--- config.mk ---
export PLATFORM = sky130hd
export DESIGN_NAME = regdesp_n_flat
export DESIGN_NICKNAME = d
export VERILOG_FILES = /design/src/rtl/regdesp_n_if.sv /design/src/rtl/regdesp_n.sv /design/src/flat_wrapper.sv
export SDC_FILE = /design/constraint.sdc
export NUM_CORES = 1
export LEC_CHECK = 0
export CORE_MARGIN = 1
export CORE_UTILIZATION = 46
export DETAILED_ROUTE_END_ITERATION = 12
export PLACE_DENSITY_LB_ADDON = 0.2
export SYNTH_ARGS = -nofsm -noshare
export SYNTH_HDL_FRONTEND = slang
export SYNTH_SLANG_ARGS = --single-unit
--- constraint.sdc ---
create_clock -name clk -period 2.35 [get_ports clk]
set_clock_uncertainty 0.15 [all_clocks]
set_input_delay 0.47 -clock clk [delete_from_list [all_inputs] [get_ports clk]]
set_output_delay 0.47 -clock clk [all_outputs]
set_load 0.1 [all_outputs]
--- src/rtl/regdesp_n_if.sv ---
// Control/data bundle of the regdesp_n load/shift register.
// The UC side drives the master modport and the register sits on the slave modport.
interface regdesp_n_if #(
    parameter int unsigned W  = 8,
    parameter int unsigned CW = 4
);
    logic          Carga;
    logic [W-1:0]  Ent;
    logic          Desplaza;
    logic [1:0]    Modo;
    logic          SerIn;
    logic          Inicio;
    logic [CW-1:0] Cuenta;
    logic [W-1:0]  q;
    logic          BitBajo;
    logic          BitAlto;
    logic          Ocupado;
    logic          Fin;

    modport master (
        output Carga, Ent, Desplaza, Modo, SerIn, Inicio, Cuenta,
        input  q, BitBajo, BitAlto, Ocupado, Fin
    );

    modport slave (
        input  Carga, Ent, Desplaza, Modo, SerIn, Inicio, Cuenta,
        output q, BitBajo, BitAlto, Ocupado, Fin
    );
endinterface

--- src/rtl/regdesp_n.sv ---
// W-bit load/shift register for the Booth datapath.
// It supports four shift modes, a serial input for A:Q chaining and a multi-step shift sequencer.
module regdesp_n #(
    parameter int unsigned W  = 8,
    parameter int unsigned CW = 4
) (
    input  logic        clk,
    input  logic        Reset,
    regdesp_n_if.slave  bus
);

    typedef enum logic [0:0] {
        IDLE  = 1'b0,
        SHIFT = 1'b1
    } state_t;

    localparam logic [1:0] MODO_ASR = 2'b00;
    localparam logic [1:0] MODO_LSR = 2'b01;
    localparam logic [1:0] MODO_SHL = 2'b10;
    localparam logic [1:0] MODO_ROR = 2'b11;

    state_t        state, state_d;
    logic [W-1:0]  q_r, q_d;
    logic [CW-1:0] cnt, cnt_d;
    logic [1:0]    modo_r, modo_d;
    logic          ocupado_r, ocupado_d;
    logic          fin_r, fin_d;

    // One-bit shift of the current contents in the selected mode
    function automatic logic [W-1:0] shift1(input logic [W-1:0] v,
                                            input logic [1:0]   m,
                                            input logic         s);
        logic [W-1:0] r;
        case (m)
            MODO_ASR: r = {v[W-1], v[W-1:1]};
            MODO_LSR: r = {s, v[W-1:1]};
            MODO_SHL: r = {v[W-2:0], s};
            MODO_ROR: r = {v[0], v[W-1:1]};
            default:  r = v;
        endcase
        return r;
    endfunction

    always_ff @(posedge clk or posedge Reset) begin
        if (Reset) begin
            state     <= IDLE;
            q_r       <= '0;
            cnt       <= '0;
            modo_r    <= MODO_ASR;
            ocupado_r <= 1'b0;
            fin_r     <= 1'b0;
        end else begin
            state     <= state_d;
            q_r       <= q_d;
            cnt       <= cnt_d;
            modo_r    <= modo_d;
            ocupado_r <= ocupado_d;
            fin_r     <= fin_d;
        end
    end

    // Next state: a load beats the sequencer, and the sequencer beats any new Inicio or Desplaza
    always_comb begin
        state_d = state;
        q_d     = q_r;
        cnt_d   = cnt;
        modo_d  = modo_r;
        fin_d   = 1'b0;

        if (bus.Carga) begin
            q_d     = bus.Ent;
            state_d = IDLE;
            cnt_d   = '0;
        end else begin
            case (state)
                SHIFT: begin
                    q_d   = shift1(q_r, modo_r, bus.SerIn);
                    cnt_d = cnt - CW'(1);
                    if (cnt == CW'(1)) begin
                        state_d = IDLE;
                        fin_d   = 1'b1;
                    end
                end
                IDLE: begin
                    if (bus.Inicio) begin
                        if (bus.Cuenta == '0) begin
                            fin_d = 1'b1;
                        end else begin
                            cnt_d   = bus.Cuenta;
                            modo_d  = bus.Modo;
                            state_d = SHIFT;
                        end
                    end else if (bus.Desplaza) begin
                        q_d = shift1(q_r, bus.Modo, bus.SerIn);
                    end
                end
                default: state_d = IDLE;
            endcase
        end

        ocupado_d = (state_d == SHIFT);
    end

    assign bus.q       = q_r;
    assign bus.Ocupado = ocupado_r;
    assign bus.Fin     = fin_r;
    assign bus.BitBajo = q_r[0];
    assign bus.BitAlto = q_r[W-1];

endmodule

--- src/flat_wrapper.sv ---
// flat-port wrapper written by rule: the top's interface ports become plain ports
module regdesp_n_flat 
#(
    parameter int unsigned W  = 8,
    parameter int unsigned CW = 4
)
  (clk, Reset, bus_Carga, bus_Ent, bus_Desplaza, bus_Modo, bus_SerIn, bus_Inicio, bus_Cuenta, bus_q, bus_BitBajo, bus_BitAlto, bus_Ocupado, bus_Fin);
  regdesp_n_if #(.W(W), .CW(CW)) bus_i ();
  input  logic clk;
  input  logic Reset;
  input wire logic [$bits(bus_i.Carga)-1:0] bus_Carga;
  input wire logic [$bits(bus_i.Ent)-1:0] bus_Ent;
  input wire logic [$bits(bus_i.Desplaza)-1:0] bus_Desplaza;
  input wire logic [$bits(bus_i.Modo)-1:0] bus_Modo;
  input wire logic [$bits(bus_i.SerIn)-1:0] bus_SerIn;
  input wire logic [$bits(bus_i.Inicio)-1:0] bus_Inicio;
  input wire logic [$bits(bus_i.Cuenta)-1:0] bus_Cuenta;
  output wire logic [$bits(bus_i.q)-1:0] bus_q;
  output wire logic [$bits(bus_i.BitBajo)-1:0] bus_BitBajo;
  output wire logic [$bits(bus_i.BitAlto)-1:0] bus_BitAlto;
  output wire logic [$bits(bus_i.Ocupado)-1:0] bus_Ocupado;
  output wire logic [$bits(bus_i.Fin)-1:0] bus_Fin;
  assign bus_i.Carga = bus_Carga;
  assign bus_i.Ent = bus_Ent;
  assign bus_i.Desplaza = bus_Desplaza;
  assign bus_i.Modo = bus_Modo;
  assign bus_i.SerIn = bus_SerIn;
  assign bus_i.Inicio = bus_Inicio;
  assign bus_i.Cuenta = bus_Cuenta;
  assign bus_q = bus_i.q;
  assign bus_BitBajo = bus_i.BitBajo;
  assign bus_BitAlto = bus_i.BitAlto;
  assign bus_Ocupado = bus_i.Ocupado;
  assign bus_Fin = bus_i.Fin;
  regdesp_n #(.W(W), .CW(CW)) u_core (.clk(clk), .Reset(Reset), .bus(bus_i));
endmodule
# After elaboration in Yosys (flattened, before gate mapping)
# Cells that the tools add are included.
[totals]
mem_bits_ro = 0
register_bits = 16
ram_bits = 0
latchBits = 0
n_memories = 0
elab_cells = 50
[op_classes]
multipliers = 0
mux = 20
shifts = 0
bitwise_logic = 3
n_reduce_logical = 7
magnitude_cmp = 0
add_sub_neg = 1
n_eq_ne = 13
n_div = 0
[ops]
columns = ["operator", "count"]
rows = [
  ["8-bit one-hot mux with 4 select lines", 2],
  ["8-bit two-way mux", 3],
  ["3-bit != test (second input constant)", 6],
  ["8-bit one-hot mux with 2 select lines", 1],
  ["4-bit two-way mux", 3],
  ["2-bit == test (second input constant)", 4],
  ["1-bit two-way mux", 8],
  ["4-bit one-hot mux with 2 select lines", 1],
  ["4-bit AND reduction", 2],
  ["2-bit by 1-bit == test with 1-bit output (second input constant)", 2],
  ["4-bit by 1-bit == test with 1-bit output (second input constant)", 1],
  ["2-bit logical NOT", 2],
  ["4-bit logical NOT", 1],
  ["1-bit one-hot mux with 2 select lines", 2],
  ["2-bit AND reduction", 2],
  ["4-bit by 1-bit subtractor with 4-bit output (second input constant)", 1],
  ["1-bit NOT", 3],
]

# Depth between registers and ports, before layout
[logic_depth]
depth_word = 6
mapped_depth = 6

# Worst setup path before layout
# No wires, ideal clock.
[synth_path]
path_kind = "reg-to-reg"
startpoint = "register u_core.state"
endpoint = "register u_core.q_r[7] (netlist: u_core.bus.q[7])"
setup_time_ps = 128
period_less_slack_ps = 2256
slack_ps = 94
arrival_time_ps = 1978
stages_incl_launch_ff = 6
cell_sequence = "dfrtp_1 or2_1 buf_6 or3_1 o311ai_1 mux2_1"
[synth_between]
elab_chain_len = 3
[synth_rtl]
columns = ["element", "line", "source"]
rows = [
  ["start: declaration", "regdesp_n.sv:22", "state_t state, state_d;"],
  ["start signal: assignment", "regdesp_n.sv:53", "state <= state_d;"],
  ["1-bit NOT (no line)", "-", ""],
  ["3-bit != test (no line) or 8-bit one-hot mux with 2 select lines (tied branches)", "-", ""],
  ["4-bit AND reduction (no line) or 8-bit two-way mux (tied branches)", "-", ""],
  ["end signal: assignment", "regdesp_n.sv:54", "q_r <= q_d;"],
  ["end: declaration", "regdesp_n.sv:23", "logic [W-1:0] q_r, q_d;"],
]
# Parallel ways exist; a longest one is shown, timed or not.
# A chain may end at the register's enable or synchronous reset.

# Worst setup path after layout
[layout_path]
startpoint = "input bus_Modo[0]"
endpoint = "register u_core.q_r[7] (netlist: u_core.bus.q[7])"
[layout_between]
elab_chain_len = 6
[layout_rtl]
columns = ["element", "line", "source"]
rows = [
  ["start: declaration", "flat_wrapper.sv:14", "input wire logic [$bits(bus_i.Modo)-1:0] bus_Modo;"],
  ["2-bit == test, or another cell as far along", "regdesp_n.sv:34", "case (m)"],
  ["8-bit one-hot mux with 4 select lines", "regdesp_n.sv:34", ""],
  ["8-bit two-way mux", "regdesp_n.sv:93", "end else if (bus.Desplaza) begin"],
  ["8-bit two-way mux", "regdesp_n.sv:85", "if (bus.Inicio) begin"],
  ["8-bit one-hot mux with 2 select lines", "regdesp_n.sv:75", "case (state)"],
  ["8-bit two-way mux", "regdesp_n.sv:70", "if (bus.Carga) begin"],
]
# Parallel ways exist; a longest one is shown, timed or not. The select of a mux whose other input is x is not followed.

==> flow_summary.yaml <==
min_path:
  min_path_type: "input pin to async pin"
global_routing:
  grt_start_max_net_pins: 17
  overflow: 0
  use_met2_pct: 34.67
  grt_pass1_vias: 961
  grt_util_all_layers_pct: 23.82
  antenna_found_initial: 0
  use_met1_pct: 34.02
  grt-busiest-layer: "met2"
  grtUsageMet3_pct: 5.152
  grt_pass1_wl_um: 4505
critical_path:
  path_max_fanout: 2
  cp_num_buf_inv: 1
  path_class: "input pin to flip-flop"
  critPathTopFamily: "multiplexers"
  rrSetupSlack_ns: 0.62
  crit_slowest_cell: "clkdlybuf4s50_1"
  critPathRequiredTime_ns: 2.38
  critPathMaxStageDelay_ns: 0.49
  startpoint: "bus_Modo[0]"
  crit_path_cell_trace: "clkdlybuf4s50_1, mux2_1, a221oi_1, o31ai_1, mux2_1"
  end_kind: "flip-flop"
  cp-start-kind: "input pin"
  r2r_start: "u_core.modo_r[0]$_DFFE_PP0P_"
  cp_common_cell: "mux2_1"
  critPathArrivalTime_ns: 1.96
synthesis:
  yosysWarnings: 0
  async_flop_share_pct: 100.0
  synth_area_leaders: "dfrtp_1 37%, mux2_2 7.2%, mux2_1 5.1%"
  yosys.area.top_type: "dfrtp_1"
  syn_area_um2: 1094
  synth.most_common_cell: "dfrtp_1"
  synth_commonest_cells: "16 x dfrtp_1, 8 x nand2_1, 7 x mux2_2, 7 x nor2_1, 6 x inv_1"
  synth_edf_count: 0
  synth.distinct_cells: 34
  ys_ff_latch: 16
  syn-num-nets: 133
  syn-instance-count: 111
  yosysTopAreaCellShare_pct: 36.61
  syn-mean-instance-area_um2: 9.852
  ys_seq_area_share_pct: 36.61
  synth_ff_type: "dfrtp_1"
drt:
  dr.pass1.iters: 4
  drc: 0
  drtAntennaViolNets: 0
  vias: 1025
  wl_per_cell_um: 15.37
  drt_iter0_drc: 17
  drt-vias-per-instance: 5.824
  wirelength_um: 2705
cts:
  ctsHoldBuffers: 0
  clk_pin_slew_ns: 0.11
  htree_levels: 1
  cts_root_buffer: "clkbuf_4"
  clk_latency_ns: 0.29
  cts_buffer_depth: 2
  cts_setup_buffers: 0
  cts_tree: "done"
  cts_buffers: 3
  cts_resized: 0
  clock_sinks: 16
place:
  gp_congestion: 0.8104
  portBuffers: 31
  dp_cells: 172
  place_hpwl_um: 1952
die:
  dieWidth_um: 50.76
  die_h_um: 50.76
  placementRows: 17
  core_um2: 2233
  dieArea_um2: 2576
  start_util_pct: 48.96
  io_pins: 32
timing:
  final_max_slew_viol_count: 0
  rsz0062_at_grt: "no"
  fin_setup_tns_ns: 0
  fin_crit_sh_pct: 81.80
  hold_viol: 0
  fmaxAchievable_mhz: 520.2
  setup_viol: 0
  tightest_slew_ns: 0.6171
  maxSlewHeadroom_pct: 58.82
  post-route-min-period_ns: 1.922
power_and_ir_drop:
  power_density_nw_per_um2: 768.5
  p_total_w: 0.001137
  leakage_nw: 0.6543
  ir_drop_v: 0.0004742
finish:
  area_growth_pct: 35.35
  final_util_pct: 66.27
  diodes: 0
  final_cells: 176
  final_nets: 171
  drive_gt1_share_pct: 22.30
job:
  drv_cap: 0
status:
  outcome: "finished clean"
metrics by stage:
stage               setup slack (ns)  instance area (um2)  hold slack, ns
detailed placement            0.1181                 1444          0.4080
floorplan                    0.09385                 1094          0.2337
CTS                           0.4308                 1480          0.4135
global placement              0.1504                 1444          0.3940
global route                  0.3691                 1480          0.4646
finish                        0.4277                 1480          0.3864
kinds of logic (layout without fill, tap and decap cells):
kind of cell	count (synthesis)	in the layout	synth area share, %
buf+inv	13	50	6.177
fa+ha+maj	2	2	2.288
flops	16	16	36.61
simple gates	29	29	14.19
xor+xnor	1	1	0.8011
mux	14	14	14.19
compound gates	36	36	25.74
layout by cell type, fill, tap and decap left out, types with 3 or more instances in the layout:
cell type        netlist  routed
dfrtp_1               16      16
mux2_2                 7       7
and3b_1                4       4
buf_4                  2      20
clkdlybuf4s50_1        0      19
a211o_1                4       4
nor2b_1                3       3
o22ai_1                3       3
mux2_1                 5       5
nor2_1                 7       7
clkbuf_4               0       3
inv_1                  6       6
a21oi_1                4       4
a221oi_1               5       5
o221ai_1               4       4
a211oi_1               5       5
nand2_1                8       8
o21ai_0                4       4
sequential cells by signal, indices dropped and copies added (netlist names):
signal,cells
u_core.bus.q,8
u_core.cnt,4
u_core.bus.Fin,1
u_core.state,1
u_core.modo_r,2
where the power goes:
part           switching [W]  total, W  internal, W
Sequential         0.0000580  0.000375     0.000317
Clock              0.0000975  0.000192    0.0000944
Combinational       0.000382  0.000571     0.000188
Total               0.000538   0.00114     0.000600
routing by layer:
layer / wire [um] / vias to the layer above
li1: - / 497
met1: 1271 / 481
met2: 1188 / 45
met3: 228 / 2
met4: 16 / 0
met5: 0 / -
worst reg2reg max path: stages, from the launching register on:
cell,delay (ns)
dfrtp_1,0.42
mux2_2,0.35
a221oi_1,0.31
o31ai_1,0.11
mux2_1,0.29
worst paths after layout:
check,end,cells past startpoint
worst max register to register,u_core.bus.q[7]$_DFFE_PP0P_,4
min in group clk,u_core.cnt[0]$_DFFE_PP0P_,1
worst min register to register,u_core.cnt[0]$_DFFE_PP0P_,1
max in group asynchronous,u_core.modo_r[0]$_DFFE_PP0P_,2
worst max-delay path,u_core.bus.q[7]$_DFFE_PP0P_,5
worst min-delay path,u_core.bus.q[5]$_DFFE_PP0P_,2
area by class of cell:
class / instances / area (um2)
sequential: 16 / 400.4
fill: 188 / 753.2
multi-input combinational: 82 / 625.6
tap: 28 / 35.03
timing repair buffer: 40 / 360.3
inverter: 6 / 22.52
clock buffer: 4 / 36.28
(Power assumes the default switching activity.)
